<file path="config.mk">
export PLATFORM = sky130hd
export DESIGN_NAME = seq_stage_ctrl
export DESIGN_NICKNAME = d
export VERILOG_FILES = /design/src/rtl/y86_pkg.sv /design/src/rtl/seq_mem_wait_timer.sv /design/src/rtl/seq_stage_ctrl.sv
export SDC_FILE = /design/constraint.sdc
export NUM_CORES = 1
export LEC_CHECK = 0
export ABC_AREA = 1
export CORE_MARGIN = 1
export CORE_UTILIZATION = 41
export CTS_CLUSTER_DIAMETER = 100
export DETAILED_ROUTE_END_ITERATION = 6
export HOLD_SLACK_MARGIN = 0.06
export PLACE_DENSITY = 0.85
export SLEW_MARGIN = 20
export SYNTH_ARGS = -nofsm -noshare
export SYNTH_HDL_FRONTEND = slang
export SYNTH_SLANG_ARGS = --single-unit
</file>
<file path="constraint.sdc">
create_clock -name clk -period 1.4 [get_ports clk]
set_clock_uncertainty 0.15 [all_clocks]
set_input_delay 0.28 -clock clk [delete_from_list [all_inputs] [get_ports clk]]
set_output_delay 0.28 -clock clk [all_outputs]
set_load 0.01 [all_outputs]
</file>
<file path="src/rtl/y86_pkg.sv">
// Shared Y86-64 SEQ constants: Stat codes, icodes, sequencer state encoding,
// and a helper that identifies instructions that use the data memory.
package y86_pkg;

  localparam int unsigned STAT_W  = 3;
  localparam int unsigned ICODE_W = 4;
  localparam int unsigned STATE_W = 3;

  localparam logic [STAT_W-1:0] STAT_AOK = 3'd1;
  localparam logic [STAT_W-1:0] STAT_HLT = 3'd2;
  localparam logic [STAT_W-1:0] STAT_ADR = 3'd3;
  localparam logic [STAT_W-1:0] STAT_INS = 3'd4;

  localparam logic [ICODE_W-1:0] IHALT   = 4'h0;
  localparam logic [ICODE_W-1:0] INOP    = 4'h1;
  localparam logic [ICODE_W-1:0] IRRMOVQ = 4'h2;
  localparam logic [ICODE_W-1:0] IIRMOVQ = 4'h3;
  localparam logic [ICODE_W-1:0] IRMMOVQ = 4'h4;
  localparam logic [ICODE_W-1:0] IMRMOVQ = 4'h5;
  localparam logic [ICODE_W-1:0] IOPQ    = 4'h6;
  localparam logic [ICODE_W-1:0] IJXX    = 4'h7;
  localparam logic [ICODE_W-1:0] ICALL   = 4'h8;
  localparam logic [ICODE_W-1:0] IRET    = 4'h9;
  localparam logic [ICODE_W-1:0] IPUSHQ  = 4'hA;
  localparam logic [ICODE_W-1:0] IPOPQ   = 4'hB;

  localparam logic [STATE_W-1:0] S_IDLE      = 3'd0;
  localparam logic [STATE_W-1:0] S_FETCH     = 3'd1;
  localparam logic [STATE_W-1:0] S_DECODE    = 3'd2;
  localparam logic [STATE_W-1:0] S_EXECUTE   = 3'd3;
  localparam logic [STATE_W-1:0] S_MEMORY    = 3'd4;
  localparam logic [STATE_W-1:0] S_WRITEBACK = 3'd5;
  localparam logic [STATE_W-1:0] S_PCUPD     = 3'd6;
  localparam logic [STATE_W-1:0] S_STOP      = 3'd7;

  typedef struct packed {
    logic adr;
    logic ins;
    logic hlt;
  } fetch_flags_t;

  function automatic logic is_mem_icode(input logic [ICODE_W-1:0] icode);
    case (icode)
      IRMMOVQ, IMRMOVQ, ICALL, IRET, IPUSHQ, IPOPQ: is_mem_icode = 1'b1;
      default:                                     is_mem_icode = 1'b0;
    endcase
  endfunction

endpackage

</file>
<file path="src/rtl/seq_mem_wait_timer.sv">
// Counts MEMORY-state wait cycles; timeout_c flags that the wait budget is spent.
module seq_mem_wait_timer #(
  parameter int unsigned MAX_WAIT = 15
) (
  input  logic clk,
  input  logic rst_n,
  input  logic clr,
  input  logic en,
  output logic timeout_c
);

  localparam int unsigned CW = (MAX_WAIT < 1) ? 1 : $clog2(MAX_WAIT + 1);

  logic [CW-1:0] count;

  // Saturates at MAX_WAIT so the counter never wraps back to zero
  always_ff @(posedge clk or negedge rst_n) begin
    if (!rst_n) begin
      count <= '0;
    end else if (clr) begin
      count <= '0;
    end else if (en && !timeout_c) begin
      count <= count + CW'(1);
    end
  end

  assign timeout_c = (count == CW'(MAX_WAIT));

endmodule

</file>
<file path="src/rtl/seq_stage_ctrl.sv">
// Y86-64 SEQ sequencer: owns the PC, steps each instruction through the six
// stages with one-hot enables, and tracks the processor Stat code.
module seq_stage_ctrl
  import y86_pkg::*;
#(
  parameter int unsigned     PC_W        = 64,
  parameter logic [PC_W-1:0] RESET_PC    = '0,
  parameter int unsigned     MEM_TIMEOUT = 15,
  parameter int unsigned     CNT_W       = 32
) (
  input  logic               clk,
  input  logic               rst_n,
  input  logic               start,
  input  logic               pause,
  input  logic [3:0]         icode,
  input  logic               ins,
  input  logic               adr,
  input  logic               hlt,
  input  logic [PC_W-1:0]    new_pc,
  input  logic               dmem_ready,
  input  logic               dmem_err,
  output logic [PC_W-1:0]    PC,
  output logic               f_en,
  output logic               d_en,
  output logic               e_en,
  output logic               m_en,
  output logic               w_en,
  output logic               dmem_req,
  output logic [2:0]         stat,
  output logic               halted,
  output logic [CNT_W-1:0]   retired
);

  logic [STATE_W-1:0] state;
  logic [STATE_W-1:0] state_d;
  logic [STAT_W-1:0]  stat_d;
  logic [ICODE_W-1:0] icode_q;
  logic               mem_op;
  logic               timeout_c;
  fetch_flags_t       flags;

  assign flags  = '{adr: adr, ins: ins, hlt: hlt};
  assign mem_op = is_mem_icode(icode_q);

  seq_mem_wait_timer #(
    .MAX_WAIT (MEM_TIMEOUT)
  ) u_wait_timer (
    .clk       (clk),
    .rst_n     (rst_n),
    .clr       (state != S_MEMORY),
    .en        (mem_op && !dmem_ready),
    .timeout_c (timeout_c)
  );

  // Next-state and Stat update
  always_comb begin
    state_d = state;
    stat_d  = stat;
    case (state)
      S_IDLE:      if (start) state_d = S_FETCH;
      S_FETCH: begin
        if (flags.adr) begin
          stat_d  = STAT_ADR;
          state_d = S_STOP;
        end else if (flags.ins) begin
          stat_d  = STAT_INS;
          state_d = S_STOP;
        end else if (flags.hlt) begin
          stat_d  = STAT_HLT;
          state_d = S_STOP;
        end else begin
          state_d = S_DECODE;
        end
      end
      S_DECODE:    state_d = S_EXECUTE;
      S_EXECUTE:   state_d = S_MEMORY;
      S_MEMORY: begin
        // A ready on the timeout cycle still counts as a completed access
        if (!mem_op) begin
          state_d = S_WRITEBACK;
        end else if (dmem_ready) begin
          if (dmem_err) begin
            stat_d  = STAT_ADR;
            state_d = S_STOP;
          end else begin
            state_d = S_WRITEBACK;
          end
        end else if (timeout_c) begin
          stat_d  = STAT_ADR;
          state_d = S_STOP;
        end
      end
      S_WRITEBACK: state_d = S_PCUPD;
      S_PCUPD:     state_d = pause ? S_IDLE : S_FETCH;
      S_STOP:      state_d = S_STOP;
      default:     state_d = S_IDLE;
    endcase
  end

  // State, architectural registers, and enables registered from next state
  always_ff @(posedge clk or negedge rst_n) begin
    if (!rst_n) begin
      state    <= S_IDLE;
      stat     <= STAT_AOK;
      icode_q  <= '0;
      PC       <= RESET_PC;
      retired  <= '0;
      f_en     <= 1'b0;
      d_en     <= 1'b0;
      e_en     <= 1'b0;
      m_en     <= 1'b0;
      w_en     <= 1'b0;
      dmem_req <= 1'b0;
      halted   <= 1'b0;
    end else begin
      state    <= state_d;
      stat     <= stat_d;
      if (state == S_FETCH) icode_q <= icode;
      if (state == S_PCUPD) begin
        PC      <= new_pc;
        retired <= retired + CNT_W'(1);
      end
      f_en     <= (state_d == S_FETCH);
      d_en     <= (state_d == S_DECODE);
      e_en     <= (state_d == S_EXECUTE);
      m_en     <= (state_d == S_MEMORY);
      w_en     <= (state_d == S_WRITEBACK);
      dmem_req <= (state_d == S_MEMORY) && mem_op;
      halted   <= (state_d == S_STOP);
    end
  end

endmodule

</file>
# Word-level counts from Yosys, hierarchy flattened
# Index checks and enable logic that the tools add are counted.
# Widths: inputs -> output; s select.
totals:
  reg_bits: 117
  in_bits: 77
  output_inout_bits: 106
  elab_cells: 71
op_classes:
  addsub: 2
  n_eq_ne: 25
  muxes: 21
  reduce_logical: 10
op_table:
  columns: ["operator", "count"]
  rows:
  - ["$mux 3", 14]
  - ["$add 32x1->32 const B", 1]
  - ["$pmux 3 s8", 1]
  - ["$eq 3x3->1 const B", 7]
  - ["$eq 4x4->1 const B", 5]
  - ["$eq 3x2->1 const B", 4]
  - ["$eq 4x3->1 const B", 2]
  - ["$mux 4", 2]
  - ["$eq 3x1->1 const B", 2]
  - ["$ne 3x3->1 const B", 2]
  - ["$pmux 3 s2", 1]
  - ["$reduce_or 6->1", 1]
  - ["$reduce_and 5->1", 1]
  - ["$add 4x1->4 const B", 1]
  - ["$ne 4x4->1 const B", 1]
  - ["$reduce_bool 2->1", 2]
  - ["$logic_and 1x1->1", 3]
  - ["$logic_not 3->1", 1]
  - ["$ne 3x2->1 const B", 1]
  - ["$logic_not 1->1", 2]
  - ["$mux 1", 2]
  - ["$mux 2", 1]
  - ["$ne 2x2->1 const B", 1]

# Logic depth before layout (Yosys ltp)
# Gate-level depths: netlist (run 1).
depth:
  word_depth: 7
  depth_mapped: 10
  depth_no_buf: 10

# Modules after synthesis
# From an unflattened synthesis (run 1), not the netlist that was laid out.
hier_totals:
  hier_cells: 658
  area_unflattened_um2: 5235.0
by_module_without_submodules:
  columns: ["module", "instances", "cells_per_inst", "area_per_inst_um2", "seq_area_each_um2"]
  rows:
  - ["seq_stage_ctrl", 1, 629, 5009.8, 2803.9]
  - ["seq_mem_wait_timer", 1, 29, 225.2, 100.1]

# Least setup slack after synthesis (run 1)
# Ideal clock, no wire load.
synth_path:
  path_kind: "register to register"
  start: "register retired[0]"
  end: "register retired[18]"
  setup_time_ns: 0.117
  t_arrival_ns: 1.324
  required_time_ns: 1.133
  path_slack_ns: -0.191
  stages_incl_launch_ff: 9
  path_buffers: 0
  period_less_slack_ns: 1.591
  cell_sequence: "dfrtp_1 > ha_1 > nand3_4 > nor2_8 > nand4_4 > nor2_4 > nand2_1 > nand2_1 > nand2_1"
synth_via:
  elab_chain_len: 1
synth_rtl:
  columns: ["item", "line", "text"]
  rows:
  - ["start, declared", "seq_stage_ctrl.sv:31", "output logic [CNT_W-1:0] retired"]
  - ["start signal, assigned", "seq_stage_ctrl.sv:121", "retired <= retired + CNT_W'(1);"]
  - ["$add 32x1->32", "seq_stage_ctrl.sv:121", null]
# No other way between the ends.
# A chain may end at the register's enable or synchronous reset.

# Final worst setup path (run 1)
layout_path:
  start: "register retired[15]"
  end: "register retired[27]"
# The elaborated chain is that of the path after synthesis.

==> results of run 1 <==
cells by family after synthesis:
logic type / count (synthesis) / synth area share (%)
and+or+nand+nor: 452 / 36.0
DFF: 116 / 53.9
buffers and inverters: 57 / 4.81
adders and majority gates: 2 / 0.464
xor gates and xnor gates: 19 / 3.09
AOI/OAI and AO/OA: 18 / 1.72
metrics by stage:
stage               instances  power, mW  setup slack [ns]
floorplan                 664       8.41           -0.0658
global placement         1071       11.9            -0.265
detailed placement       1071       12.2            -0.303
CTS                      1148       17.1            -0.144
global route             1203       21.0            -0.546
finish                   1203       20.0            -0.447
cell type report:
class	count	area (µm²)	area share, %
flip-flops and latches	116	2920	28.7
repair buffers	353	3200	31.4
clock inverters	10	200	1.96
clock buffers	22	474	4.65
multi-input cells	491	3020	29.6
well taps	172	215	2.11
inverters	39	163	1.60
registers in the layout, summed over array words and instances (netlist names):
register and cells:
w_en 1, state 3, u_wait_timer.count 4, m_en 1
f_en 1, halted 1, retired 32, dmem_req 1
PC 64, d_en 1, e_en 1, stat 3
icode_q 3
routing by layer:
metal	GRT usage, %	vias up	routed length, µm
met5	0	-	0
met4	14.2	0	1380
met3	7.84	147	2020
met2	48.4	386	12000
met1	30.6	3015	8250
li1	-	2747	-
final timing paths:
check	to	startpoint	cells after the start	slack, ns
worst max-delay path	retired[27]	retired[15]	9	-0.45
worst min-delay path	retired[26]	rst_n	2	0.12
worst max register to register	retired[27]	retired[15]	9	-0.45
worst min register to register	PC[15]	PC[15]	2	0.32
max in group asynchronous	stat[0]	rst_n	3	0.39
min in group clk	PC[12]	new_pc[12]	3	0.23
cell usage after synthesis:
cell,instances
sky130_fd_sc_hd__nand2_1,338
sky130_fd_sc_hd__dfrtp_1,115
sky130_fd_sc_hd__nor2_1,52
sky130_fd_sc_hd__inv_1,35
sky130_fd_sc_hd__nand3_1,15
sky130_fd_sc_hd__buf_2,12
sky130_fd_sc_hd__nand3b_1,10
sky130_fd_sc_hd__xnor2_1,10
sky130_fd_sc_hd__xor2_1,9
sky130_fd_sc_hd__a21oi_1,8
sky130_fd_sc_hd__nor2_2,7
sky130_fd_sc_hd__nor2_4,7
sky130_fd_sc_hd__nand2_2,6
sky130_fd_sc_hd__nor3_1,6
sky130_fd_sc_hd__o21ai_0,6
sky130_fd_sc_hd__buf_4,4
sky130_fd_sc_hd__o21ai_1,3
sky130_fd_sc_hd__buf_6,2
sky130_fd_sc_hd__clkinv_1,2
sky130_fd_sc_hd__ha_1,2
sky130_fd_sc_hd__inv_2,2
sky130_fd_sc_hd__nand3_2,2
sky130_fd_sc_hd__nand4_1,2
sky130_fd_sc_hd__nand4_4,2
sky130_fd_sc_hd__and2_1,1
sky130_fd_sc_hd__dfstp_2,1
sky130_fd_sc_hd__nand2_4,1
sky130_fd_sc_hd__nand3_4,1
sky130_fd_sc_hd__nor2_8,1
sky130_fd_sc_hd__nor4_1,1
sky130_fd_sc_hd__o21bai_1,1
where the power goes:
group | switching (mW) | internal (mW) | leakage, nW
Clock | 1.61 | 3.46 | 0.334
Combinational | 5.00 | 4.57 | 3.47
Sequential | 0.807 | 4.58 | 1.46
Total | 7.42 | 12.6 | 5.27
repair_timing:
action	4_1_cts	5_1_grt
endpoints found under the setup margin	167	180
cloned	1	9
pin swaps	48	73
setup buffers	43	52
hold buffers	1	0
resized for setup	552	187
hold endpoints to repair	115	0
worst register-to-register path, stage by stage (launching register included):
cell	delay [ns]
sky130_fd_sc_hd__dfrtp_2	0.42
sky130_fd_sc_hd__nand2_2	0.12
sky130_fd_sc_hd__nor2_4	0.22
sky130_fd_sc_hd__nand2_2	0.16
sky130_fd_sc_hd__nor2_4	0.20
sky130_fd_sc_hd__nand2_1	0.09
sky130_fd_sc_hd__nand2_1	0.08
sky130_fd_sc_hd__nand2_1	0.06
sky130_fd_sc_hd__nand2_1	0.07
sky130_fd_sc_hd__nand2_1	0.13
==> implementation parameters, run 1 <==
Parameter                              Value

Worst setup path
  Cell type of the slowest stage on the worst timing path ... sky130_fd_sc_hd__dfrtp_2
  Worst path most repeated cell ... sky130_fd_sc_hd__nand2_1
  Required time of the critical path ... 1.54 ns
  Max FO, Critical Path ... 4
  Worst stage delay on the critical path ... 0.42 ns
  Worst Path Class, Setup ... flip-flop to flip-flop
  List of cells traversed by the critical path ... nand2_2, nor2_4, nand2_2, nor2_4, nand2_1, nand2_1, nand2_1, nand2_1, nand2_1
  Critical path endpoint category ... flip-flop
  CP Data Arrival Time ... 1.98 ns
  Worst path top cell family by delay ... simple AND/OR/NAND/NOR gates
  Buffer and inverter count on the worst path ... 0
  Type of element launching the critical path ... flip-flop

CTS
  TritonCTS buffer count ... 17
  Clock transition at the register clock pins on the worst setup and hold paths after CTS ... 0.06 ns
  Clock tree root buffer cell ... sky130_fd_sc_hd__clkbuf_16
  TritonCTS clock tree ... built
  Number of buffers between clock root and the deepest sink ... 2
  Clock insertion delay at the later pin of the skew report ... 0.43 ns
  Sinks on Clock Net ... 116
  Number of levels the H-tree was split into ... 4

STA
  Period utilisation layout ... 132%
  Least-Margin Pin Slew ... 0.346 ns
  Slew Viols, Final ... 0
  Final worst slack ... -0.447 ns
  Final critical-path required period ... 1.85 ns
  Achievable frequency ... 541 MHz
  Post-Route Hold Slack ... 0.123 ns
  Total negative setup slack ... -17.73 ns
  RSZ-0062 raised after global routing ... true
  Final setup violating endpoints ... 135
  Worst slew margin ... 76.9%
  Number of endpoints with negative hold slack in the final report ... 0

Logic synthesis
  Netlist Area Pre-Place ... 0.00539 mm²
  Synthesized netlist cell count ... 664
  Top cell type's share of synthesized area ... 53.4%
  Synth Area per Inst ... 8.11 µm²
  Synth Register Bits ... 116
  Cell type with the largest total area after synthesis ... sky130_fd_sc_hd__dfrtp_1
  Yosys warning total ... 0
  Post-synthesis sequential area ratio ... 53.9%
  Count of different cell masters after synthesis ... 31
  Cell types occupying the most area after synthesis ... sky130_fd_sc_hd__dfrtp_1 53%, sky130_fd_sc_hd__nand2_1 24%, sky130_fd_sc_hd__nor2_1 3.6%
  Post-synthesis net count ... 743

Placed design
  DP HPWL ... 10600 µm
  Placed instance area ... 0.00798 mm²
  Count of input and output buffers ... 181
  Placer Congestion ... 0.891

Power
  VDD IR max ... 1.25 mV
  PD cells ... 1970 mW/mm²
  Leakage power of the design ... 5.27 nW

Cells and area
  Total non-filler cell area in the finished layout ... 0.0102 mm²
  Final core utilization ... 80.1%
  Top library cells by usage in the layout, fill and taps aside ... 266 x sky130_fd_sc_hd__nand2_1, 108 x sky130_fd_sc_hd__buf_4, 101 x sky130_fd_sc_hd__dfrtp_1, 81 x sky130_fd_sc_hd__buf_2, 74 x sky130_fd_sc_hd__clkdlybuf4s50_1
  Number of nets at the end of the flow ... 1097
  Final-layout fill cell count ... 747
  Fraction of final layout cells with drive strength greater than 1 ... 49.8%
  Leading cell type in the layout, fill and taps excluded ... sky130_fd_sc_hd__nand2_1
  # diodes ... 0
  Area growth from synthesis to final layout ... 89.2%

Die
  Num ports ... 183
  Die ar. ... 0.0136 mm²
  Std-Cell Core Area ... 0.0127 mm²
  Initial core utilization ... 42.3%
  Die X-Extent ... 117 µm
  Die boundary height ... 117 µm
  Number of cell rows ... 41

Drt
  Total detailed-routing wirelength ... 23600 µm
  Final routed wire length divided by cell count ... 19.6 µm
  Count of TritonRoute iterations in the first routing pass ... 5
  Number of DRC violations after detailed-routing iteration 0 ... 465
  Remaining antenna violation count ... 0
  Average via count per standard cell ... 5.23
  Number of remaining DRC errors ... 0
  DR vias ... 6295

Global route
  Pin count of the biggest net entering global routing ... 56
  Global-route wire length before repair ... 28200 µm
  Antenna violations before repair ... 0
  Number of global-route vias before repair ... 5741
  Global route total overflow ... 0
  Aggregate global-route resource usage ... 27.6%

Status
  Violations in the final reports ... negative setup slack
  Result of the run ... finished with violations

Run
  Max_cap viols ... 0

Worst hold path
  Path type of the worst min-delay path ... primary input to async pin
(Power assumes the default switching activity.)
==> run 2: changes to the inputs <==
--- a/config.mk
+++ b/config.mk
@@ -7,11 +7,11 @@
 export LEC_CHECK = 0
 export ABC_AREA = 1
 export CORE_MARGIN = 1
-export CORE_UTILIZATION = 41
+export CORE_UTILIZATION = 49
 export CTS_CLUSTER_DIAMETER = 100
 export DETAILED_ROUTE_END_ITERATION = 6
 export HOLD_SLACK_MARGIN = 0.06
-export PLACE_DENSITY = 0.85
+export PLACE_DENSITY = 0.94
 export SLEW_MARGIN = 20
 export SYNTH_ARGS = -nofsm -noshare
 export SYNTH_HDL_FRONTEND = slang
==> constraint.sdc (replaced) <==
create_clock -name clk -period 2.35 [get_ports clk]
set_clock_uncertainty 0.15 [all_clocks]
set_input_delay 0.47 -clock clk [delete_from_list [all_inputs] [get_ports clk]]
set_output_delay 0.47 -clock clk [all_outputs]
set_load 0.01 [all_outputs]
==> run 2 against run 1 <==
  * The run now ends clean
  * First-iteration DRC count fell by 44%
  * Clock power down 51%
  * Cell area fell by 22%
  * Register-to-register slack better by 0.90 ns
  * Largest power group unchanged
  * Highest routed layer unchanged
==> implementation parameters, run 2 (synthesis results as in run 1) <==
Parameter                              Value

Worst setup path
  Critical path endpoint category ... output pin (was flip-flop)
  Worst stage delay on the critical path ... 0.61 ns (was 0.42 ns)
  CP Data Arrival Time ... 1.62 ns (was 1.98 ns)
  Worst Path Class, Setup ... flip-flop to output pin (was flip-flop to flip-flop)
  Beginning of the worst register-to-register path ... state[0] (was retired[15])
  Buffer and inverter count on the worst path ... 1 (was 0)
  Required time of the critical path ... 1.73 ns (was 1.54 ns)
  Reg-to-reg setup timing slack ... 0.45 ns (was -0.45 ns)
  List of cells traversed by the critical path ... clkdlybuf4s50_1 (was nand2_2, nor2_4, nand2_2, nor2_4, nand2_1, nand2_1, nand2_1, nand2_1, nand2_1)
  Worst path top cell family by delay ... buffers and inverters (was simple AND/OR/NAND/NOR gates)
  Critical Path Stages ... 1 (was 9)
  Endpoint of the worst register-to-register path ... retired[24] (was retired[27])
  Max FO, Critical Path ... 6 (was 4)
  Worst reg2reg path depth ... 9 (unchanged)
  Cell type of the slowest stage on the worst timing path ... sky130_fd_sc_hd__clkdlybuf4s50_1 (was sky130_fd_sc_hd__dfrtp_2)
  Type of element launching the critical path ... flip-flop (unchanged)

Placed design
  DP HPWL ... 9540 µm (was 10600 µm)
  Placer Congestion ... 0.843 (was 0.891)
  Count of input and output buffers ... 181 (unchanged)

Drt
  Number of DRC violations after detailed-routing iteration 0 ... 261 (was 465)
  Remaining antenna violation count ... 0 (unchanged)
  Average via count per standard cell ... 4.90 (was 5.23)
  Total detailed-routing wirelength ... 13800 µm (was 23600 µm)
  DR vias ... 4899 (was 6295)
  Count of TritonRoute iterations in the first routing pass ... 5 (unchanged)
  Routed length on met3 ... 883 µm (was 2020 µm)
  Final routed wire length divided by cell count ... 13.8 µm (was 19.6 µm)
  Routed met1 length ... 5710 µm (was 8250 µm)
  Detail Route met2 WL ... 6910 µm (was 12000 µm)
  Number of remaining DRC errors ... 0 (unchanged)
  Topmost layer with routed signal wires ... met4 (unchanged)

STA
  Worst slew margin ... 68.2% (was 76.9%)
  Final critical-path required period ... 2.24 ns
  Least-Margin Pin Slew ... 0.477 ns (was 0.346 ns)
  Slew Viols, Final ... 0 (unchanged)
  Final setup violating endpoints ... 0 (was 135)
  Total negative setup slack ... 0 ns (was -17.73 ns)
  Period utilisation layout ... 95.4%
  Number of endpoints with negative hold slack in the final report ... 0 (unchanged)
  RSZ-0062 raised after global routing ... false (was true)
  Achievable frequency ... 446 MHz

Die
  Die ar. ... 0.0114 mm² (was 0.0136 mm²)
  Num ports ... 183 (unchanged)
  Initial core utilization ... 51.3% (was 42.3%)
  Die boundary height ... 107 µm (was 117 µm)
  Number of cell rows ... 37 (was 41)
  Die X-Extent ... 107 µm (was 117 µm)
  Std-Cell Core Area ... 0.0105 mm² (was 0.0127 mm²)

Global route
  Aggregate global-route resource usage ... 25.6% (was 27.6%)
  Pin count of the biggest net entering global routing ... 75 (was 56)
  Global route total overflow ... 0 (unchanged)
  Number of global-route vias before repair ... 4782 (was 5741)
  Antenna violations before repair ... 0 (unchanged)
  Global-route wire length before repair ... 22800 µm (was 28200 µm)

CTS
  Number of gates resized after CTS ... 0 (was 552)
  Post-CTS setup repair buffer count ... 0 (was 43)
  Clock transition at the register clock pins on the worst setup and hold paths after CTS ... 0.06 ns (about the same)
  Clock insertion delay at the later pin of the skew report ... 0.51 ns (was 0.43 ns)
  Clock tree root buffer cell ... sky130_fd_sc_hd__clkbuf_8 (was sky130_fd_sc_hd__clkbuf_16)
  Sinks on Clock Net ... 116 (unchanged)
  TritonCTS clock tree ... built (unchanged)
  TritonCTS buffer count ... 17 (unchanged)
  Number of buffers between clock root and the deepest sink ... 2 (unchanged)
  Number of levels the H-tree was split into ... 4 (unchanged)

Power
  Overall power after layout ... 9.24 mW (was 20.0 mW)
  PD cells ... 1170 mW/mm² (was 1970 mW/mm²)
  Leakage power of the design ... 3.79 nW (was 5.27 nW)
  VDD IR max ... 0.827 mV (was 1.25 mV)

Cells and area
  Largest reg by FF count ... PC (unchanged)
  # diodes ... 0 (unchanged)
  Leading cell type in the layout, fill and taps excluded ... sky130_fd_sc_hd__nand2_1 (unchanged)
  Fraction of final layout cells with drive strength greater than 1 ... 7.87% (was 49.8%)
  Area growth from synthesis to final layout ... 47.1% (was 89.2%)
  Top library cells by usage in the layout, fill and taps aside ... 338 x sky130_fd_sc_hd__nand2_1, 180 x sky130_fd_sc_hd__clkdlybuf4s50_1, 115 x sky130_fd_sc_hd__dfrtp_1, 52 x sky130_fd_sc_hd__nor2_1, 34 x sky130_fd_sc_hd__inv_1 (was 266 x sky130_fd_sc_hd__nand2_1, 108 x sky130_fd_sc_hd__buf_4, 101 x sky130_fd_sc_hd__dfrtp_1, 81 x sky130_fd_sc_hd__buf_2, 74 x sky130_fd_sc_hd__clkdlybuf4s50_1)
  Largest registers ranked by flip-flop count ... PC x64, retired x32, u_wait_timer.count x4 (unchanged)
  Largest register FFs ... 64 (unchanged)
  Number of nets at the end of the flow ... 930 (was 1097)

Status
  Result of the run ... finished clean (was finished with violations)

Worst hold path
  Path type of the worst min-delay path ... primary input to async pin (unchanged)

Run
  Max_cap viols ... 0 (unchanged)
run 2: worst max-delay path by stage:
stage	startpoint	endpoint	slack, ns
4_1_cts	retired[2]	retired[2]	0.08
2_1_floorplan	retired[0]	retired[18]	0.76
3_3_place_gp	ins	dmem_req	0.48
3_5_place_dp	ins	f_en	0.43
6_report	retired[2]	retired[2]	0.11
5_1_grt	retired[2]	retired[2]	0.04
run 2: cell type report:
| cell class | count | area, µm² |
|---|---|---|
| clock buffers | 19 | 442 |
| clock inverters | 13 | 133 |
| fillers | 759 | 2580 |
| well taps | 136 | 170 |
| inverters | 39 | 146 |
| flip-flops and latches | 116 | 2900 |
| repair buffers | 186 | 1900 |
| multi-input cells | 491 | 2230 |
run 2: routing by layer:
metal	vias up	global-route usage [%]
met5	-	0
met4	0	9.10
met3	25	7.36
met2	188	43.2
met1	2272	31.4
li1	2414	-
run 2: stage by stage:
stage	hold slack [ns]	worst slack, ns	cells	utilization [%]	area (µm²)
2_1_floorplan	0.0244	0.759	664	-	5390
3_3_place_gp	0.304	0.484	967	69.9	7340
3_5_place_dp	0.310	0.428	967	69.9	7340
4_1_cts	0.306	0.0844	1000	75.4	7930
5_1_grt	0.338	0.0378	1000	75.4	7930
6_report	0.315	0.107	1000	75.4	7930
run 2: what timing repair did:
item,CTS,global route
hold endpoints to repair,31,0
setup endpoints to repair,0,0
hold buffers,1,0
run 2: worst register-to-register path: cells and delay by family, from the launching register on:
family | cells | cell delay, ns
flip-flops | 1 | 0.44
AO/OA/AOI/OAI | 1 | 0.16
AND/OR/NAND/NOR | 5 | 0.67
buffers and inverters | 3 | 0.40
run 2: power breakdown:
group | leakage, nW | switching [mW] | internal (mW)
logic | 2.03 | 1.85 | 1.73
registers | 1.48 | 0.460 | 2.72
clock network | 0.276 | 0.924 | 1.56
==> run 3: changes to the inputs <==
--- a/config.mk
+++ b/config.mk
@@ -10,9 +10,11 @@
 export CORE_UTILIZATION = 49
 export CTS_CLUSTER_DIAMETER = 100
 export DETAILED_ROUTE_END_ITERATION = 6
-export HOLD_SLACK_MARGIN = 0.06
+export HOLD_SLACK_MARGIN = 0.12
 export PLACE_DENSITY = 0.94
+export RECOVER_POWER = 25
 export SLEW_MARGIN = 20
 export SYNTH_ARGS = -nofsm -noshare
 export SYNTH_HDL_FRONTEND = slang
 export SYNTH_SLANG_ARGS = --single-unit
+export TNS_END_PERCENT = 1
==> run 3 against run 2 <==
  * Worst hold slack better by 0.011 ns
  * Setup slack gained 0.00077 ns
  * Fmax about the same
  * Non-clock buffer count did not move
  * Via count is essentially flat
  * First-iteration DRC count grew 2.7%
  * Clock-buffer cell count is the same
  * Global-route usage unchanged
  * Clock power hardly changed
  * Core utilization shrank 0.29 points
  * Cell area down 0.38%
  * Sequential power about the same
  * Largest power group unchanged
==> implementation parameters, run 3 (synthesis results as in run 1) <==
Parameter                              Value

CTS
  Number of buffers between clock root and the deepest sink ... 2 (unchanged)
  Clock transition at the register clock pins on the worst setup and hold paths after CTS ... 0.06 ns (about the same)
  Sinks on Clock Net ... 116 (unchanged)
  TritonCTS buffer count ... 17 (unchanged)
  TritonCTS clock tree ... built (unchanged)
  Clock tree root buffer cell ... sky130_fd_sc_hd__clkbuf_8 (unchanged)
  Clock insertion delay at the later pin of the skew report ... 0.51 ns (about the same)
  Number of levels the H-tree was split into ... 4 (unchanged)

Die
  Number of cell rows ... 37 (unchanged)
  Die X-Extent ... 107 µm (unchanged)
  Std-Cell Core Area ... 0.0105 mm² (unchanged)
  Die boundary height ... 107 µm (unchanged)
  Num ports ... 183 (unchanged)
  Die ar. ... 0.0114 mm² (unchanged)
  Initial core utilization ... 51.3% (unchanged)

Worst setup path
  List of cells traversed by the critical path ... clkdlybuf4s50_1 (unchanged)
  Required time of the critical path ... 1.73 ns (about the same)
  Beginning of the worst register-to-register path ... state[0] (unchanged)
  Startpoint of the most critical setup path ... retired[2] (unchanged)
  CP Data Arrival Time ... 1.62 ns (about the same)
  Type of element launching the critical path ... flip-flop (unchanged)
  Worst path top cell family by delay ... buffers and inverters (unchanged)
  Worst stage delay on the critical path ... 0.61 ns (about the same)
  Worst Path Class, Setup ... flip-flop to output pin (unchanged)
  Max FO, Critical Path ... 6 (unchanged)
  Buffer and inverter count on the worst path ... 1 (unchanged)
  Critical path endpoint category ... output pin (unchanged)
  Cell type of the slowest stage on the worst timing path ... sky130_fd_sc_hd__clkdlybuf4s50_1 (unchanged)

Power
  PD cells ... 1170 mW/mm² (about the same)
  Leakage power of the design ... 3.78 nW (was 3.79 nW)
  VDD IR max ... 0.827 mV (about the same)

STA
  Slew Viols, Final ... 0 (unchanged)
  Total negative setup slack ... 0 ns (unchanged)
  Final setup violating endpoints ... 0 (unchanged)
  Final critical-path required period ... 2.24 ns (about the same)
  RSZ-0062 raised after global routing ... false (unchanged)
  Worst slew margin ... 44.4% (was 68.2%)
  Achievable frequency ... 446 MHz (about the same)
  Number of endpoints with negative hold slack in the final report ... 0 (unchanged)
  Period utilisation layout ... 95.4% (about the same)
  Least-Margin Pin Slew ... 0.834 ns (was 0.477 ns)
  Post-Route Hold Slack ... 0.326 ns (was 0.315 ns)

Global route
  Pin count of the biggest net entering global routing ... 75 (unchanged)
  Global route total overflow ... 0 (unchanged)
  Number of global-route vias before repair ... 4782 (unchanged)
  Global-route wire length before repair ... 22800 µm (unchanged)
  Antenna violations before repair ... 0 (unchanged)
  Aggregate global-route resource usage ... 25.6% (unchanged)

Cells and area
  # diodes ... 0 (unchanged)
  Largest registers ranked by flip-flop count ... PC x64, retired x32, u_wait_timer.count x4 (unchanged)
  Top library cells by usage in the layout, fill and taps aside ... 339 x sky130_fd_sc_hd__nand2_1, 180 x sky130_fd_sc_hd__clkdlybuf4s50_1, 115 x sky130_fd_sc_hd__dfrtp_1, 52 x sky130_fd_sc_hd__nor2_1, 34 x sky130_fd_sc_hd__inv_1 (was 338 x sky130_fd_sc_hd__nand2_1, 180 x sky130_fd_sc_hd__clkdlybuf4s50_1, 115 x sky130_fd_sc_hd__dfrtp_1, 52 x sky130_fd_sc_hd__nor2_1, 34 x sky130_fd_sc_hd__inv_1)
  Leading cell type in the layout, fill and taps excluded ... sky130_fd_sc_hd__nand2_1 (unchanged)
  Largest register FFs ... 64 (unchanged)
  Fraction of final layout cells with drive strength greater than 1 ... 7.75% (was 7.87%)
  Largest reg by FF count ... PC (unchanged)
  Number of nets at the end of the flow ... 930 (unchanged)
  Area growth from synthesis to final layout ... 46.6% (was 47.1%)
  Final-layout fill cell count ... 765 (was 759)

Placed design
  Placer Congestion ... 0.843 (unchanged)
  Count of input and output buffers ... 181 (unchanged)
  DP HPWL ... 9540 µm (unchanged)

Run
  Max_cap viols ... 0 (unchanged)

Status
  Result of the run ... finished clean (unchanged)

Drt
  Remaining antenna violation count ... 0 (unchanged)
  DR vias ... 4903 (was 4899)
  Final routed wire length divided by cell count ... 13.8 µm (about the same)
  Average via count per standard cell ... 4.90 (about the same)
  Count of TritonRoute iterations in the first routing pass ... 6 (was 5)
  Total detailed-routing wirelength ... 13800 µm (about the same)
  Number of remaining DRC errors ... 0 (unchanged)
  Number of DRC violations after detailed-routing iteration 0 ... 268 (was 261)

Worst hold path
  Path type of the worst min-delay path ... flip-flop to flip-flop (was primary input to async pin)
  Source of the worst hold timing path ... PC[3]
-- run 3: cell type report --
type | instances | area [µm²] | area share, %
Timing Repair Buffer | 186 | 1870 | 23.7
Tap cell | 136 | 170 | 2.15
Clock inverter | 13 | 133 | 1.68
Clock buffer | 19 | 442 | 5.59
Multi-Input combinational cell | 491 | 2230 | 28.2
Sequential cell | 116 | 2900 | 36.8
Inverter | 39 | 146 | 1.85
-- run 3: worst paths after layout --
check | endpoint | slack [ns] | depth (start not counted)
setup / recovery | retired[2] | 0.11 | 1
hold / removal | PC[3] | 0.33 | 2
max in group asynchronous | PC[15] | 0.38 | 3
hold reg to reg | PC[3] | 0.33 | 2
setup reg to reg | retired[24] | 0.47 | 9
min in group asynchronous | state[1] | 0.44 | 2
-- run 3: routing by layer --
metal	vias to the layer above	GRT usage (%)	routed length, µm
met3	26	7.36	874
met5	-	0	0
met4	0	9.10	333
met2	177	43.2	6870
met1	2282	31.4	5740
li1	2418	-	-
-- run 3: power by group --
part / internal, mW / switching [mW]
clock: 1.56 / 0.931
combinational: 1.72 / 1.85
sequential: 2.72 / 0.459
-- run 3: stage by stage --
stage / instance area (µm²) / power (mW) / std cells / setup slack, ns / util, %
after floorplan: 5390 / 4.97 / 664 / 0.759 / -
after global placement: 7340 / 6.67 / 967 / 0.484 / 69.9
after detailed placement: 7340 / 6.80 / 967 / 0.428 / 69.9
after CTS: 7930 / 9.33 / 1000 / 0.0844 / 75.4
after global routing: 7900 / 9.84 / 1000 / 0.0378 / 75.1
final: 7900 / 9.24 / 1000 / 0.108 / 75.1
-- run 3: timing repair --
action / in CTS / in global routing
endpoints found under the hold margin: 32 / 0
gates resized for setup: 0 / 0
buffers inserted: 0 / 0
hold buffers: 1 / 0
